**src/rtl/bit_diff_if_pkg.sv**
```systemverilog
// Shared widths for bit_diff and the blocks that talk to it.
`default_nettype none

package bit_diff_if_pkg;

    localparam int WIDTH        = 16;
    // Signed range of (ones - zeros) over WIDTH bits is [-WIDTH, +WIDTH].
    localparam int RESULT_WIDTH = $clog2(2*WIDTH+1);

endpackage

`default_nettype wire

```
**src/rtl/bit_diff_fifo.sv**
```systemverilog
// Show-ahead FIFO: rd_data_o is the head word whenever empty_o is low.
`default_nettype none

module bit_diff_fifo #(
    parameter int WIDTH = 16,
    parameter int DEPTH = 4
) (
    input  logic             clk,
    input  logic             rst_n,
    input  logic             push_i,
    input  logic [WIDTH-1:0] wr_data_i,
    input  logic             pop_i,
    output logic [WIDTH-1:0] rd_data_o,
    output logic             full_o,
    output logic             empty_o,
    output logic [$clog2(DEPTH+1)-1:0] count_o
);

    localparam int AW = (DEPTH > 1) ? $clog2(DEPTH) : 1;
    localparam int CW = $clog2(DEPTH+1);

    logic [WIDTH-1:0] mem_q [DEPTH];
    logic [AW-1:0]    wr_ptr_q;
    logic [AW-1:0]    rd_ptr_q;
    logic [CW-1:0]    count_q;

    logic             do_push;
    logic             do_pop;

    assign full_o    = (count_q == CW'(DEPTH));
    assign empty_o   = (count_q == '0);
    assign count_o   = count_q;
    assign rd_data_o = mem_q[rd_ptr_q];

    assign do_push = push_i && !full_o;
    assign do_pop  = pop_i && !empty_o;

    // Pointers wrap naturally because DEPTH is a power of two.
    always_ff @(posedge clk or negedge rst_n) begin
        if (!rst_n) begin
            wr_ptr_q <= '0;
            rd_ptr_q <= '0;
            count_q  <= '0;
        end else begin
            if (do_push) begin
                wr_ptr_q <= wr_ptr_q + AW'(1);
            end
            if (do_pop) begin
                rd_ptr_q <= rd_ptr_q + AW'(1);
            end
            case ({do_push, do_pop})
                2'b10:   count_q <= count_q + CW'(1);
                2'b01:   count_q <= count_q - CW'(1);
                default: count_q <= count_q;
            endcase
        end
    end

    always_ff @(posedge clk) begin
        if (do_push) begin
            mem_q[wr_ptr_q] <= wr_data_i;
        end
    end

endmodule

`default_nettype wire

```
**src/rtl/bit_diff_sequencer.sv**
```systemverilog
// Streams queued words through the single-shot bit_diff engine and returns
// each signed result with its source word, aborting stuck computations.
`default_nettype none

module bit_diff_sequencer #(
    parameter int WIDTH        = bit_diff_if_pkg::WIDTH,
    parameter int RESULT_WIDTH = bit_diff_if_pkg::RESULT_WIDTH,
    parameter int DEPTH        = 4,
    parameter int TIMEOUT      = 64
) (
    input  logic                    clk,
    input  logic                    rst_n,
    input  logic                    in_valid,
    output logic                    in_ready,
    input  logic [WIDTH-1:0]        in_data,
    output logic                    dut_go,
    output logic [WIDTH-1:0]        dut_data,
    input  logic                    dut_done,
    input  logic [RESULT_WIDTH-1:0] dut_result,
    output logic                    out_valid,
    input  logic                    out_ready,
    output logic [RESULT_WIDTH-1:0] out_result,
    output logic [WIDTH-1:0]        out_data,
    output logic                    out_timeout,
    output logic                    busy
);

    import bit_diff_if_pkg::*;

    typedef enum logic [1:0] {
        S_IDLE = 2'd0,
        S_GO   = 2'd1,
        S_WAIT = 2'd2,
        S_HOLD = 2'd3
    } state_t;

    localparam int              TW      = $clog2(TIMEOUT);
    localparam logic [TW-1:0]   WD_LAST = TW'(TIMEOUT - 1);
    localparam int              CW      = $clog2(DEPTH+1);

    state_t                  state_q;
    logic [TW-1:0]           wd_cnt_q;
    logic                    dut_go_q;
    logic [WIDTH-1:0]        dut_data_q;
    logic                    out_valid_q;
    logic [RESULT_WIDTH-1:0] out_result_q;
    logic [WIDTH-1:0]        out_data_q;
    logic                    out_timeout_q;

    logic                    fifo_push;
    logic                    fifo_pop;
    logic [WIDTH-1:0]        fifo_head;
    logic                    fifo_full;
    logic                    fifo_empty;
    logic [CW-1:0]           fifo_count;
    logic                    wd_expire;

    bit_diff_fifo #(
        .WIDTH (WIDTH),
        .DEPTH (DEPTH)
    ) u_fifo (
        .clk       (clk),
        .rst_n     (rst_n),
        .push_i    (fifo_push),
        .wr_data_i (in_data),
        .pop_i     (fifo_pop),
        .rd_data_o (fifo_head),
        .full_o    (fifo_full),
        .empty_o   (fifo_empty),
        .count_o   (fifo_count)
    );

    assign in_ready  = !fifo_full;
    assign busy      = (fifo_count != '0) || (state_q != S_IDLE);
    assign fifo_push = in_valid && in_ready;
    assign wd_expire = (wd_cnt_q == WD_LAST);
    // The word stays at the FIFO head until its WAIT phase ends.
    assign fifo_pop  = (state_q == S_WAIT) && (dut_done || wd_expire);

    assign dut_go      = dut_go_q;
    assign dut_data    = dut_data_q;
    assign out_valid   = out_valid_q;
    assign out_result  = out_result_q;
    assign out_data    = out_data_q;
    assign out_timeout = out_timeout_q;

    always_ff @(posedge clk or negedge rst_n) begin
        if (!rst_n) begin
            state_q       <= S_IDLE;
            wd_cnt_q      <= '0;
            dut_go_q      <= 1'b0;
            dut_data_q    <= '0;
            out_valid_q   <= 1'b0;
            out_result_q  <= '0;
            out_data_q    <= '0;
            out_timeout_q <= 1'b0;
        end else begin
            dut_go_q <= 1'b0;
            case (state_q)
                S_IDLE: begin
                    if (!fifo_empty) begin
                        state_q    <= S_GO;
                        dut_go_q   <= 1'b1;
                        dut_data_q <= fifo_head;
                    end
                end
                // done may still be high from the previous word, so it is not looked at here.
                S_GO: begin
                    state_q  <= S_WAIT;
                    wd_cnt_q <= '0;
                end
                S_WAIT: begin
                    if (dut_done) begin
                        state_q       <= S_HOLD;
                        out_valid_q   <= 1'b1;
                        out_result_q  <= dut_result;
                        out_data_q    <= fifo_head;
                        out_timeout_q <= 1'b0;
                        wd_cnt_q      <= '0;
                    end else if (wd_expire) begin
                        state_q       <= S_HOLD;
                        out_valid_q   <= 1'b1;
                        out_result_q  <= '0;
                        out_data_q    <= fifo_head;
                        out_timeout_q <= 1'b1;
                        wd_cnt_q      <= '0;
                    end else begin
                        wd_cnt_q <= wd_cnt_q + TW'(1);
                    end
                end
                S_HOLD: begin
                    if (out_ready) begin
                        out_valid_q <= 1'b0;
                        if (!fifo_empty) begin
                            state_q    <= S_GO;
                            dut_go_q   <= 1'b1;
                            dut_data_q <= fifo_head;
                        end else begin
                            state_q <= S_IDLE;
                        end
                    end
                end
                default: state_q <= S_IDLE;
            endcase
        end
    end

endmodule

`default_nettype wire

```
**config.mk**
```make
export PLATFORM = sky130hd
export DESIGN_NAME = bit_diff_sequencer
export DESIGN_NICKNAME = d
export VERILOG_FILES = /design/src/rtl/bit_diff_if_pkg.sv /design/src/rtl/bit_diff_fifo.sv /design/src/rtl/bit_diff_sequencer.sv
export SDC_FILE = /design/constraint.sdc
export NUM_CORES = 1
export LEC_CHECK = 0
export ABC_AREA = 1
export BUFFER_PORTS_ARGS = -buffer_cell sky130_fd_sc_hd__clkbuf_2
export CORE_ASPECT_RATIO = 1.1
export CORE_MARGIN = 1
export CORE_UTILIZATION = 45
export CTS_BUF_LIST = sky130_fd_sc_hd__clkbuf_8
export CTS_CLUSTER_DIAMETER = 50
export DETAILED_ROUTE_END_ITERATION = 7
export MAX_ROUTING_LAYER = met4
export PLACE_DENSITY = 0.72
export REMOVE_ABC_BUFFERS = 1
export SLEW_MARGIN = 20
export SYNTH_ARGS = -nofsm -noshare
export SYNTH_HDL_FRONTEND = slang
export SYNTH_SLANG_ARGS = --single-unit
```
**constraint.sdc**
```tcl
create_clock -name clk -period 3.2 [get_ports clk]
set_input_delay 0.16 -clock clk [delete_from_list [all_inputs] [get_ports clk]]
set_output_delay 0.16 -clock clk [all_outputs]
set_load 0.05 [all_outputs]
```
==> results.sh <==
export IMPL_gp_congestion=0.807
export IMPL_dieWidth_um=103
export IMPL_clk_path_buf_depth=2
export IMPL_synthMuxAreaShare_pct=0
export IMPL_io_buffers=69
export IMPL_synthSimpleGateAreaFrac_pct=21.9
export IMPL_synth_adder_area_share_pct=2.90
export IMPL_vias_per_cell=4.90
export IMPL_rrSetupSlack_ns=0.93
export IMPL_syn_area_um2=5010
export IMPL_slew_headroom_pct=36.4
export IMPL_post_route_period_util_pct=70.9
export IMPL_leakagePower_nw=2.76
export IMPL_drc=0
export IMPL_max_freq_mhz=441
export IMPL_drtIter0Drc=201
export IMPL_switching_power_mw=3.02
export IMPL_root_buffer="clkbuf_8"
export IMPL_worstPathArrival_ns=2.64
export IMPL_min_period_ns=2.27
export IMPL_chipHeight_um=113
export IMPL_hp_class="input port to register"
export IMPL_synth_seq_area_share_pct=66.3
export IMPL_cts_tree="yes"
export IMPL_final_util_pct=55.4
export IMPL_synthXorXnorAreaFrac_pct=0.874
export IMPL_syn_area_per_cell_um2=10.6
export IMPL_grt_pass1_vias=3593
export IMPL_cp_start_kind="register"
export IMPL_cts_setup_buffers=0
export IMPL_netlist_instances=472
export IMPL_rsz0062_at_grt="false"
export IMPL_dr_pass1_iters=8
export IMPL_postCtsHoldBufs=24
export IMPL_core_um2=10900
export IMPL_cpPeakStageDelay_ns=0.73
export IMPL_critPathCaptureType="register"
export IMPL_final_hold_viol_count=0
export IMPL_cts_htree_levels=4
export IMPL_synth_top_family_by_area="simple AND/OR/NAND/NOR gates"
export IMPL_start_util_pct=46.1
export IMPL_grt_pass1_wl_um=16600
export IMPL_antenna_found_initial=0
export IMPL_slowest_stage="inv_1"
export IMPL_crit_type="register to register"
export IMPL_dieArea_um2=11600
export IMPL_irDropWorstVdd_mv=0.450
export IMPL_setup_viol=0
export IMPL_insertion_delay_ns=0.43
export IMPL_powerDensity_nw_per_um2=1060
export IMPL_p_seq_share_pct=37.6
export IMPL_worst_path_max_fanout=22
export IMPL_cts_buffers=17
export IMPL_antenna_cells=0
export IMPL_worst_clock_skew_ns=0.0107
export IMPL_wl_per_cell_um=14.2
export IMPL_area_delta_synth_final_pct=20.1
export IMPL_ys_seq_elements=120
export IMPL_path_clk_slew_ns=0.07
export IMPL_hold_slack_ns=0.0877
export IMPL_grt_overflow=0
export IMPL_cts_resized=0
export IMPL_dp_hpwl_um=6550
export IMPL_tightest_slew_ns=0.954
export IMPL_num_nets_final=610
export IMPL_synth_cell_types=25
export IMPL_track_usage_pct=20.4
export IMPL_crit_path_frequent_cell="nand2_1"
export IMPL_drtAntennaViolNets=0
export IMPL_fin_tns_setup_ns=0
export IMPL_yosys_warnings=0
export IMPL_swShare_pct=47.2
export IMPL_grt_max_degree=43
export IMPL_synth_compound_area_share_pct=2.85
export IMPL_drive_gt1_share_pct=20.3
export IMPL_crit_path_cell_trace="inv_1 > ha_1 > nand2_1 > nand2_2 > inv_1 > nand2_1 > nand2_1"
export IMPL_clock_power_share_pct=18.4
export IMPL_vias=3586
export IMPL_fp_row_count=40
export IMPL_drt_total_wl_um=10400
export IMPL_ios=70
export IMPL_power_frac_comb_pct=44.0
export IMPL_power_mw=6.39
export IMPL_worstPathRequired_ns=3.57
export IMPL_cts_sinks=120
export IMPL_slew_violations=0
export IMPL_p_int_mw=3.37
export IMPL_status="complete, no violations"
export IMPL_cap_viol_max_count=0
[placed cells by master (no fill, tap or decap), drive strengths merged]
cell           n
nor2          19
fa             1
dlygate4sd3   24
ha            10
o21ai         20
nand2        182
xor2           4
clkinv         8
dfrtp         56
xnor2          1
or2            1
nand4          1
a21oi          7
edfxtp        64
clkbuf        86
clkinvlp       2
buf            7
inv           31
nand3         60
o21bai         1
[power by group through the flow]
stage / combinational, mW / sequential (mW) / clock [mW]
final: 2.81 / 2.40 / 1.17
after global placement: 2.72 / 2.41 / 0
after floorplan: 1.22 / 3.23 / 0
after global routing: 3.10 / 2.44 / 1.28
after detailed placement: 2.80 / 2.43 / 0
after CTS: 2.83 / 2.40 / 1.20
[state kept, by name (all words and copies together), names as in the netlist]
register / cells
dut_data: 16
dut_go: 1
out_data: 16
out_result: 6
out_timeout: 1
out_valid: 1
state_q: 2
u_fifo.count_o: 3
u_fifo.mem_q: 64
u_fifo.rd_ptr_q: 2
u_fifo.wr_ptr_q: 2
wd_cnt_q: 6
[synth_stat cells]
master,instances,share of area [%]
fa_1,1,0.40
nand3_1,57,5.7
inv_2,3,0.22
clkbuf_8,2,0.55
buf_4,3,0.45
nand4_1,1,0.12
edfxtp_1,64,38
o21bai_1,1,0.15
ha_1,10,2.5
buf_2,8,0.80
xnor2_1,1,0.17
o21ai_0,7,0.70
nand2_1,178,13
nand3_2,3,0.60
xor2_1,4,0.70
nor2_4,1,0.22
o21ai_1,13,1.3
nor2_1,18,1.3
buf_12,1,0.40
or2_2,1,0.12
inv_1,24,1.8
a21oi_1,7,0.70
dfrtp_1,56,28
buf_6,4,0.90
nand2_2,4,0.50
[critical path, delay by kind of cell (launching register included)]
kind,cells,cell delay (ns)
fa+ha+maj,1,0.28
flops,1,0.40
buf+inv,2,0.84
simple gates,4,0.68
[metrics by stage]
| stage | instance area, µm² | cells | worst slack [ns] |
|---|---|---|---|
| global placement | 5430 | 676 | 1.04 |
| CTS | 6020 | 732 | 0.905 |
| finish | 6020 | 732 | 0.931 |
| floorplan | 4860 | 454 | 1.00 |
| detailed placement | 5430 | 676 | 0.923 |
| global route | 6020 | 732 | 0.691 |
[final cells by class]
type                    instances  area (µm²)
fillers                       964        4840
clock buffers                  18         248
inverters                      27         101
flip-flops and latches        120        3320
well taps                     147         184
repair buffers                 99         631
clock inverters                14         100
multi-input cells             307        1430
[routing by layer]
metal / part of all wire, % / GRT usage (%) / routed length [µm]
met4: 1.4 / 9.14 / 148
met5: 0 / - / 0
met3: 5.6 / 6.35 / 580
met1: 39 / 21.3 / 4060
met2: 54 / 34.8 / 5630
[cells by family (layout without fill, tap and decap cells)]
logic type | Yosys count | count (layout)
xor+xnor | 5 | 5
compound gates | 28 | 28
fa+ha+maj | 11 | 11
buf+inv | 45 | 158
simple gates | 263 | 263
flops | 120 | 120
[final timing paths]
path | startpoint | to | cells past startpoint
max in group asynchronous | rst_n | dut_data[14] | 3
hold reg to reg | out_result[3] | out_result[3] | 2
hold / removal | dut_done | wd_cnt_q[1] | 4
min in group asynchronous | rst_n | u_fifo.wr_ptr_q[1] | 2
setup reg to reg | state_q[0] | out_data[12] | 7
setup / recovery | state_q[0] | out_data[12] | 7
Power figures use the tool's default switching activity.
